`config.mk`:
```
export PLATFORM = sky130hd
export DESIGN_NAME = ram_port_arbiter_flat
export DESIGN_NICKNAME = d
export VERILOG_FILES = /design/src/rtl/ram_port_arbiter_if.sv /design/src/rtl/ram_port_arbiter.sv /design/src/flat_wrapper.sv
export SDC_FILE = /design/constraint.sdc
export NUM_CORES = 1
export LEC_CHECK = 0
export ABC_AREA = 1
export BUFFER_PORTS_ARGS = -buffer_cell sky130_fd_sc_hd__buf_4
export CAP_MARGIN = 20
export CORE_AREA = 2 2 243 245
export DETAILED_ROUTE_END_ITERATION = 8
export DIE_AREA = 0 0 245 247
export GPL_TIMING_DRIVEN = 0
export PLACE_DENSITY = 0.43
export SLEW_MARGIN = 20
export SYNTH_ARGS = -nofsm -noshare
export SYNTH_HDL_FRONTEND = slang
export SYNTH_SLANG_ARGS = --single-unit
```
`constraint.sdc`:
```
create_clock -name clk -period 4.3 [get_ports clk]
set_input_delay 0.645 -clock clk [delete_from_list [all_inputs] [get_ports clk]]
set_output_delay 0.645 -clock clk [all_outputs]
set_load 0.02 [all_outputs]
```
`src/rtl/ram_port_arbiter_if.sv`:
```
// Bundle of every handshake and bus signal around one RAM-port arbiter:
// the NUM_REQ command/response side and the single RAM port side.
// "master" is the arbiter's view, "slave" is the view of the environment
// (requesters plus RAM) that drives the arbiter.
interface ram_port_arbiter_if #(
    parameter int NUM_REQ    = 4,
    parameter int ADDR_WIDTH = 32,
    parameter int BUS_WIDTH  = 64
);
    localparam int ID_W = $clog2(NUM_REQ);

    // Requester command side
    logic [NUM_REQ-1:0]            req_valid;
    logic [NUM_REQ-1:0]            req_ready;
    logic [NUM_REQ-1:0]            req_we;
    logic [NUM_REQ*ADDR_WIDTH-1:0] req_addr;
    logic [NUM_REQ*BUS_WIDTH-1:0]  req_wdata;

    // Response side
    logic                          rsp_valid;
    logic                          rsp_ready;
    logic [ID_W-1:0]               rsp_id;
    logic [BUS_WIDTH-1:0]          rsp_rdata;
    logic                          rsp_err;

    // RAM port side
    logic                          ram_addr_valid;
    logic                          ram_addr_ready;
    logic [ADDR_WIDTH-1:0]         ram_addr;
    logic                          ram_we;
    logic                          ram_wvalid;
    logic                          ram_wready;
    logic [BUS_WIDTH-1:0]          ram_wdata;
    logic                          ram_rvalid;
    logic                          ram_rready;
    logic [BUS_WIDTH-1:0]          ram_rdata;

    modport master (
        input  req_valid, req_we, req_addr, req_wdata,
        output req_ready,
        output rsp_valid, rsp_id, rsp_rdata, rsp_err,
        input  rsp_ready,
        output ram_addr_valid, ram_addr, ram_we, ram_wvalid, ram_wdata, ram_rready,
        input  ram_addr_ready, ram_wready, ram_rvalid, ram_rdata
    );

    modport slave (
        output req_valid, req_we, req_addr, req_wdata,
        input  req_ready,
        input  rsp_valid, rsp_id, rsp_rdata, rsp_err,
        output rsp_ready,
        input  ram_addr_valid, ram_addr, ram_we, ram_wvalid, ram_wdata, ram_rready,
        output ram_addr_ready, ram_wready, ram_rvalid, ram_rdata
    );
endinterface

```
`src/rtl/ram_port_arbiter.sv`:
```
// Round-robin arbiter sharing one RAM port between NUM_REQ requesters.
// One command is in flight at a time: IDLE grants, ADDR runs the address
// (and, for writes, write-data) handshakes, RDATA waits for read data,
// RESP presents the tagged response. A watchdog turns a stalled RAM
// transaction into an error response.
module ram_port_arbiter #(
    parameter int NUM_REQ    = 4,
    parameter int ADDR_WIDTH = 32,
    parameter int BUS_WIDTH  = 64,
    parameter int TIMEOUT    = 255
) (
    input  logic                clk,
    input  logic                rst,
    ram_port_arbiter_if.master  bus
);
    localparam int ID_W  = $clog2(NUM_REQ);
    localparam int CNT_W = $clog2(TIMEOUT + 1);
    // Counter value during the TIMEOUT-th waiting cycle
    localparam logic [CNT_W-1:0] CNT_LAST = CNT_W'(TIMEOUT - 1);

    typedef enum logic [1:0] {
        S_IDLE  = 2'd0,
        S_ADDR  = 2'd1,
        S_RDATA = 2'd2,
        S_RESP  = 2'd3
    } state_t;

    state_t                 state_q;
    logic [ID_W-1:0]        ptr_q;
    logic [CNT_W-1:0]       wd_cnt_q;
    logic                   addr_done_q;
    logic                   wdata_done_q;

    // Registered outputs
    logic                   rsp_valid_q;
    logic [ID_W-1:0]        rsp_id_q;
    logic [BUS_WIDTH-1:0]   rsp_rdata_q;
    logic                   rsp_err_q;
    logic                   ram_addr_valid_q;
    logic [ADDR_WIDTH-1:0]  ram_addr_q;
    logic                   ram_we_q;
    logic                   ram_wvalid_q;
    logic [BUS_WIDTH-1:0]   ram_wdata_q;
    logic                   ram_rready_q;

    // Per-requester views of the packed command buses
    logic [ADDR_WIDTH-1:0]  addr_arr  [NUM_REQ];
    logic [BUS_WIDTH-1:0]   wdata_arr [NUM_REQ];
    logic [NUM_REQ-1:0]     upper_mask;
    logic [NUM_REQ-1:0]     upper_req;
    logic [NUM_REQ-1:0]     req_ready_d;

    // Arbitration results
    logic [NUM_REQ-1:0]     pick_vec;
    logic [ID_W-1:0]        grant_idx;
    logic                   grant_any;
    logic                   grant_en;

    // Handshake bookkeeping for the current cycle
    logic                   addr_hs;
    logic                   wdata_hs;
    logic                   addr_done_d;
    logic                   wdata_done_d;
    logic                   timeout_hit;

    genvar gi;
    generate
        for (gi = 0; gi < NUM_REQ; gi++) begin : g_req
            assign addr_arr[gi]   = bus.req_addr[gi*ADDR_WIDTH +: ADDR_WIDTH];
            assign wdata_arr[gi]  = bus.req_wdata[gi*BUS_WIDTH +: BUS_WIDTH];
            // Requesters strictly above the last winner get first look
            assign upper_mask[gi] = (ID_W'(gi) > ptr_q);
            assign req_ready_d[gi] = grant_en && (grant_idx == ID_W'(gi));
        end
    endgenerate

    assign upper_req = bus.req_valid & upper_mask;

    // Round-robin pick: lowest requester above ptr, else wrap to the lowest overall
    always_comb begin
        grant_any = |bus.req_valid;
        pick_vec  = (|upper_req) ? upper_req : bus.req_valid;
        grant_idx = '0;
        for (int k = NUM_REQ - 1; k >= 0; k--) begin
            if (pick_vec[k]) begin
                grant_idx = ID_W'(k);
            end
        end
    end

    // A grant is only offered while idle and never while reset is asserted
    assign grant_en = (state_q == S_IDLE) && grant_any && !rst;

    // RAM handshake completion and watchdog expiry for this cycle
    always_comb begin
        addr_hs      = ram_addr_valid_q && bus.ram_addr_ready;
        wdata_hs     = ram_wvalid_q && bus.ram_wready;
        addr_done_d  = addr_done_q || addr_hs;
        wdata_done_d = wdata_done_q || wdata_hs;
        timeout_hit  = (wd_cnt_q >= CNT_LAST);
    end

    // Transaction sequencer with registered outputs
    always_ff @(posedge clk) begin
        if (rst) begin
            state_q          <= S_IDLE;
            ptr_q            <= ID_W'(NUM_REQ - 1);
            wd_cnt_q         <= '0;
            addr_done_q      <= 1'b0;
            wdata_done_q     <= 1'b0;
            rsp_valid_q      <= 1'b0;
            rsp_id_q         <= '0;
            rsp_rdata_q      <= '0;
            rsp_err_q        <= 1'b0;
            ram_addr_valid_q <= 1'b0;
            ram_addr_q       <= '0;
            ram_we_q         <= 1'b0;
            ram_wvalid_q     <= 1'b0;
            ram_wdata_q      <= '0;
            ram_rready_q     <= 1'b0;
        end else begin
            case (state_q)
                S_IDLE: begin
                    if (grant_any) begin
                        ptr_q            <= grant_idx;
                        rsp_id_q         <= grant_idx;
                        ram_addr_q       <= addr_arr[grant_idx];
                        ram_wdata_q      <= wdata_arr[grant_idx];
                        ram_we_q         <= bus.req_we[grant_idx];
                        ram_addr_valid_q <= 1'b1;
                        ram_wvalid_q     <= bus.req_we[grant_idx];
                        addr_done_q      <= 1'b0;
                        // Reads have no write-data handshake, so it starts out done
                        wdata_done_q     <= !bus.req_we[grant_idx];
                        wd_cnt_q         <= '0;
                        rsp_rdata_q      <= '0;
                        rsp_err_q        <= 1'b0;
                        state_q          <= S_ADDR;
                    end
                end

                S_ADDR: begin
                    addr_done_q      <= addr_done_d;
                    wdata_done_q     <= wdata_done_d;
                    ram_addr_valid_q <= ram_addr_valid_q && !addr_hs;
                    ram_wvalid_q     <= ram_wvalid_q && !wdata_hs;
                    if (!timeout_hit) begin
                        wd_cnt_q <= wd_cnt_q + CNT_W'(1);
                    end
                    // Completion wins over a simultaneous timeout
                    if (addr_done_d && wdata_done_d) begin
                        if (ram_we_q) begin
                            rsp_valid_q <= 1'b1;
                            state_q     <= S_RESP;
                        end else begin
                            ram_rready_q <= 1'b1;
                            state_q      <= S_RDATA;
                        end
                    end else if (timeout_hit) begin
                        ram_addr_valid_q <= 1'b0;
                        ram_wvalid_q     <= 1'b0;
                        rsp_err_q        <= 1'b1;
                        rsp_rdata_q      <= '0;
                        rsp_valid_q      <= 1'b1;
                        state_q          <= S_RESP;
                    end
                end

                S_RDATA: begin
                    if (!timeout_hit) begin
                        wd_cnt_q <= wd_cnt_q + CNT_W'(1);
                    end
                    if (bus.ram_rvalid) begin
                        rsp_rdata_q  <= bus.ram_rdata;
                        ram_rready_q <= 1'b0;
                        rsp_valid_q  <= 1'b1;
                        state_q      <= S_RESP;
                    end else if (timeout_hit) begin
                        ram_rready_q <= 1'b0;
                        rsp_err_q    <= 1'b1;
                        rsp_rdata_q  <= '0;
                        rsp_valid_q  <= 1'b1;
                        state_q      <= S_RESP;
                    end
                end

                S_RESP: begin
                    if (bus.rsp_ready) begin
                        rsp_valid_q <= 1'b0;
                        ram_we_q    <= 1'b0;
                        state_q     <= S_IDLE;
                    end
                end

                default: begin
                    state_q <= S_IDLE;
                end
            endcase
        end
    end

    assign bus.req_ready      = req_ready_d;
    assign bus.rsp_valid      = rsp_valid_q;
    assign bus.rsp_id         = rsp_id_q;
    assign bus.rsp_rdata      = rsp_rdata_q;
    assign bus.rsp_err        = rsp_err_q;
    assign bus.ram_addr_valid = ram_addr_valid_q;
    assign bus.ram_addr       = ram_addr_q;
    assign bus.ram_we         = ram_we_q;
    assign bus.ram_wvalid     = ram_wvalid_q;
    assign bus.ram_wdata      = ram_wdata_q;
    assign bus.ram_rready     = ram_rready_q;

endmodule

```
`src/flat_wrapper.sv`:
```
// flat-port wrapper written by rule: the top's interface ports become plain ports
module ram_port_arbiter_flat 
#(
    parameter int NUM_REQ    = 4,
    parameter int ADDR_WIDTH = 32,
    parameter int BUS_WIDTH  = 64,
    parameter int TIMEOUT    = 255
)
  (clk, rst, bus_req_valid, bus_req_we, bus_req_addr, bus_req_wdata, bus_req_ready, bus_rsp_valid, bus_rsp_id, bus_rsp_rdata, bus_rsp_err, bus_rsp_ready, bus_ram_addr_valid, bus_ram_addr, bus_ram_we, bus_ram_wvalid, bus_ram_wdata, bus_ram_rready, bus_ram_addr_ready, bus_ram_wready, bus_ram_rvalid, bus_ram_rdata);
  ram_port_arbiter_if #(.NUM_REQ(NUM_REQ), .ADDR_WIDTH(ADDR_WIDTH), .BUS_WIDTH(BUS_WIDTH)) bus_i ();
  input  logic clk;
  input  logic rst;
  input wire logic [$bits(bus_i.req_valid)-1:0] bus_req_valid;
  input wire logic [$bits(bus_i.req_we)-1:0] bus_req_we;
  input wire logic [$bits(bus_i.req_addr)-1:0] bus_req_addr;
  input wire logic [$bits(bus_i.req_wdata)-1:0] bus_req_wdata;
  output wire logic [$bits(bus_i.req_ready)-1:0] bus_req_ready;
  output wire logic [$bits(bus_i.rsp_valid)-1:0] bus_rsp_valid;
  output wire logic [$bits(bus_i.rsp_id)-1:0] bus_rsp_id;
  output wire logic [$bits(bus_i.rsp_rdata)-1:0] bus_rsp_rdata;
  output wire logic [$bits(bus_i.rsp_err)-1:0] bus_rsp_err;
  input wire logic [$bits(bus_i.rsp_ready)-1:0] bus_rsp_ready;
  output wire logic [$bits(bus_i.ram_addr_valid)-1:0] bus_ram_addr_valid;
  output wire logic [$bits(bus_i.ram_addr)-1:0] bus_ram_addr;
  output wire logic [$bits(bus_i.ram_we)-1:0] bus_ram_we;
  output wire logic [$bits(bus_i.ram_wvalid)-1:0] bus_ram_wvalid;
  output wire logic [$bits(bus_i.ram_wdata)-1:0] bus_ram_wdata;
  output wire logic [$bits(bus_i.ram_rready)-1:0] bus_ram_rready;
  input wire logic [$bits(bus_i.ram_addr_ready)-1:0] bus_ram_addr_ready;
  input wire logic [$bits(bus_i.ram_wready)-1:0] bus_ram_wready;
  input wire logic [$bits(bus_i.ram_rvalid)-1:0] bus_ram_rvalid;
  input wire logic [$bits(bus_i.ram_rdata)-1:0] bus_ram_rdata;
  assign bus_i.req_valid = bus_req_valid;
  assign bus_i.req_we = bus_req_we;
  assign bus_i.req_addr = bus_req_addr;
  assign bus_i.req_wdata = bus_req_wdata;
  assign bus_req_ready = bus_i.req_ready;
  assign bus_rsp_valid = bus_i.rsp_valid;
  assign bus_rsp_id = bus_i.rsp_id;
  assign bus_rsp_rdata = bus_i.rsp_rdata;
  assign bus_rsp_err = bus_i.rsp_err;
  assign bus_i.rsp_ready = bus_rsp_ready;
  assign bus_ram_addr_valid = bus_i.ram_addr_valid;
  assign bus_ram_addr = bus_i.ram_addr;
  assign bus_ram_we = bus_i.ram_we;
  assign bus_ram_wvalid = bus_i.ram_wvalid;
  assign bus_ram_wdata = bus_i.ram_wdata;
  assign bus_ram_rready = bus_i.ram_rready;
  assign bus_i.ram_addr_ready = bus_ram_addr_ready;
  assign bus_i.ram_wready = bus_ram_wready;
  assign bus_i.ram_rvalid = bus_ram_rvalid;
  assign bus_i.ram_rdata = bus_ram_rdata;
  ram_port_arbiter #(.NUM_REQ(NUM_REQ), .ADDR_WIDTH(ADDR_WIDTH), .BUS_WIDTH(BUS_WIDTH), .TIMEOUT(TIMEOUT)) u_core (.clk(clk), .rst(rst), .bus(bus_i));
endmodule
```
==> qor.txt <==
outcome -> finished, final reports clean
footprint of the multi-input gates -> 0.00520 mm²
CTS resizes -> 0
CP Launch Type -> flip-flop
clock-pin slew on the worst setup and hold paths -> 0.08 ns
pwr dens -> 361 mW/mm²
CTS Buffer Depth -> 2
worst hold path class -> in2reg
Syn Nets -> 1984
H-Tree Depth -> 4
drt wl/cell -> 19.4 µm
Max-cap violations -> 0
maximum fanout along the worst path -> 10
reg2reg setup slack -> 1.19 ns
sequential fraction of the synthesis area -> 0.385
synthesized area -> 0.00948 mm²
largest net degree at the start of global routing -> 19
Vias/cell -> 4.22
setup violators final -> 0
Sequential Area -> 0.00364 mm²
Worst slew margin -> 0.358
Post-Syn Instances -> 1515
TNS Setup -> 0 ns
Port Buf Inserts -> 633
Yosys reg bits -> 182
Routed Antenna Nets -> 0
Clock Skew -> 0.0123 ns
post-placement cell area -> 0.0152 mm²
vias in the first global route -> 12500
Syn-to-layout area delta -> 66.8%
worst skew pair latency -> 0.49 ns
Hold Buf Count CTS -> 0
R2R Path Start -> u_core.state_q[0]$_SDFFE_PP0P_
CTS sink count -> 182
CTS root buf -> clkbuf_16
CP startpoint -> u_core.state_q[1]$_SDFFE_PP0P_
Die Wd -> 245 µm
Leak Pwr -> 7.54 nW
peak supply drop -> 0.296 mV
CP arrival -> 3.07 ns
Die ar. -> 0.0605 mm²
DRT Pass-1 Iters -> 5
Yosys cell types -> 38
setup repair bufs after CTS -> 0
Worst Min Path Start -> bus_ram_rdata[29]
Yosys top cell by area -> dfxtp_1
CTS tree -> yes
Ys Warns -> 0
total grt overflow -> 0
crit path kind -> reg2out
Core Box Area -> 0.0582 mm²
mean post-synth cell area -> 6.25 µm²
final instance area -> 0.0158 mm²
share of Yosys cell area claimed by the top area cell type -> 0.385
RSZ-0062 raised after global routing -> false
DR DRC count -> 0
DRT Wirelength -> 57.4 mm
worst path required time -> 3.65 ns
share of cells above drive strength 1 -> 0.338
final hold vios -> 0
Tmin final -> 3.71 ns
Area contributors post-synth -> dfxtp_1 (38%), nand2_1 (23%), nand3_1 (9.2%)
initial core utilization -> 0.163
Die Ht -> 247 µm
# fillers -> 6679
final slew viol count -> 0
io pins -> 634
first-pass GRT wire length -> 81.6 mm
All-Layer GR Usage -> 0.186
Routability Congestion -> 0.869
FP Rows -> 89
Max Clk Rate -> 269 MHz
hpwl dp -> 46.8 mm
nets -> 2636
1st-iter DRT viols -> 529
Least-Margin Pin Slew -> 0.962 ns
Setup crit end kind -> output port
Tcrit/Tclk final -> 0.863
antenna violations before repair -> 6
CTS Buf Count -> 17
routed via count -> 12500
[placed cells by master (no fill, tap or decap), types with 5 or more instances in the layout]
cell,n
nand3_1,174
nor3_1,10
clkbuf_16,17
nor2_1,205
o21ai_0,110
nand2_1,580
buf_4,650
ha_1,7
inv_1,31
buf_1,5
inv_2,5
a21oi_1,80
dfxtp_1,182
buf_2,31
clkbuf_1,44
[flip-flops by register name, summed over array words and instances (netlist names), 2 cells and up]
signal,count
u_core.ptr_q,2
u_core.bus.rsp_rdata,64
u_core.wd_cnt_q,8
u_core.bus.ram_wdata,64
u_core.bus.rsp_id,2
u_core.bus.ram_addr,32
u_core.state_q,2
[worst paths after layout]
path	end	depth (start not counted)
min	u_core.bus.rsp_rdata[29]$_SDFFE_PP0P_	3
max reg2reg	u_core.bus.ram_wdata[58]$_SDFFE_PP0P_	9
min reg2reg	u_core.wd_cnt_q[7]$_SDFFE_PP0P_	2
max	bus_req_ready[1]	8
[cells in the mapped netlist, drive strengths merged]
master  count
o31ai       1
nor2      210
nand2     582
a211oi      1
nor3       11
nand3     176
o32ai       1
clkinv      1
nand4       5
a41oi       1
o211ai      2
o22ai       1
o21ai     110
o211a       1
dfxtp     182
inv        36
a31oi       1
or2         1
o21bai      2
clkbuf     44
ha          7
a21o        1
nand3b      1
buf        56
xor2        1
a21oi      80
[routing by layer]
metal  global-route usage  up-vias  part of all wire
li1                     -     6182                 -
met2                0.325      495              0.49
met3               0.0596       62             0.084
met5                    0        -           0.00028
met4               0.0613        2             0.023
met1                0.214     5730              0.40
[cell families (layout without fill, tap and decap cells)]
group                      count (synthesis)  count (layout)  synth area share
other                                      0               3                 0
and+or+nand+nor                          986             986             0.427
DFF                                      182             182             0.385
adders and majority gates                  7               7           0.00924
buffers and inverters                    137             802            0.0675
xor gates and xnor gates                   1               1          0.000925
AOI/OAI and AO/OA                        202             202             0.111
[metrics by stage]
step                      worst slack, ns  hold slack [ns]  total power [mW]  std cells   util
final                               0.588            0.436              5.71       2956  0.271
after global routing                0.286            0.402              6.09       2956  0.271
after CTS                           0.416            0.375              5.83       2953  0.271
after detailed placement            0.759            0.444              4.12       2921  0.261
after global placement              0.752            0.444              4.12       2921  0.261
after floorplan                      1.84            0.430              3.02       1515      -
[report_power, final]
part / total [mW] / internal, mW / switching, mW
clock: 1.66 / 0.824 / 0.834
combinational: 2.11 / 0.825 / 1.29
sequential: 1.94 / 1.85 / 0.0926
[final cells by class]
cell class              count  share of cell area
diodes                      3            0.000475
plain buffers             100              0.0317
clock buffers              17              0.0269
clock inverters            15              0.0104
inverters                  37             0.00879
multi-input cells        1196               0.329
flip-flops and latches    182               0.231
well taps                 773              0.0612
repair buffers            633               0.301
[critical path, stage by stage (launching register included)]
cell and delay, ns:
dfxtp_1 0.44, inv_1 0.09, ha_1 0.28, nand2_1 0.21, clkinv_1 0.54, buf_2 0.43, nand2_1 0.28, nor3_1 0.12
buf_4 0.18
(Power assumes the default switching activity.)
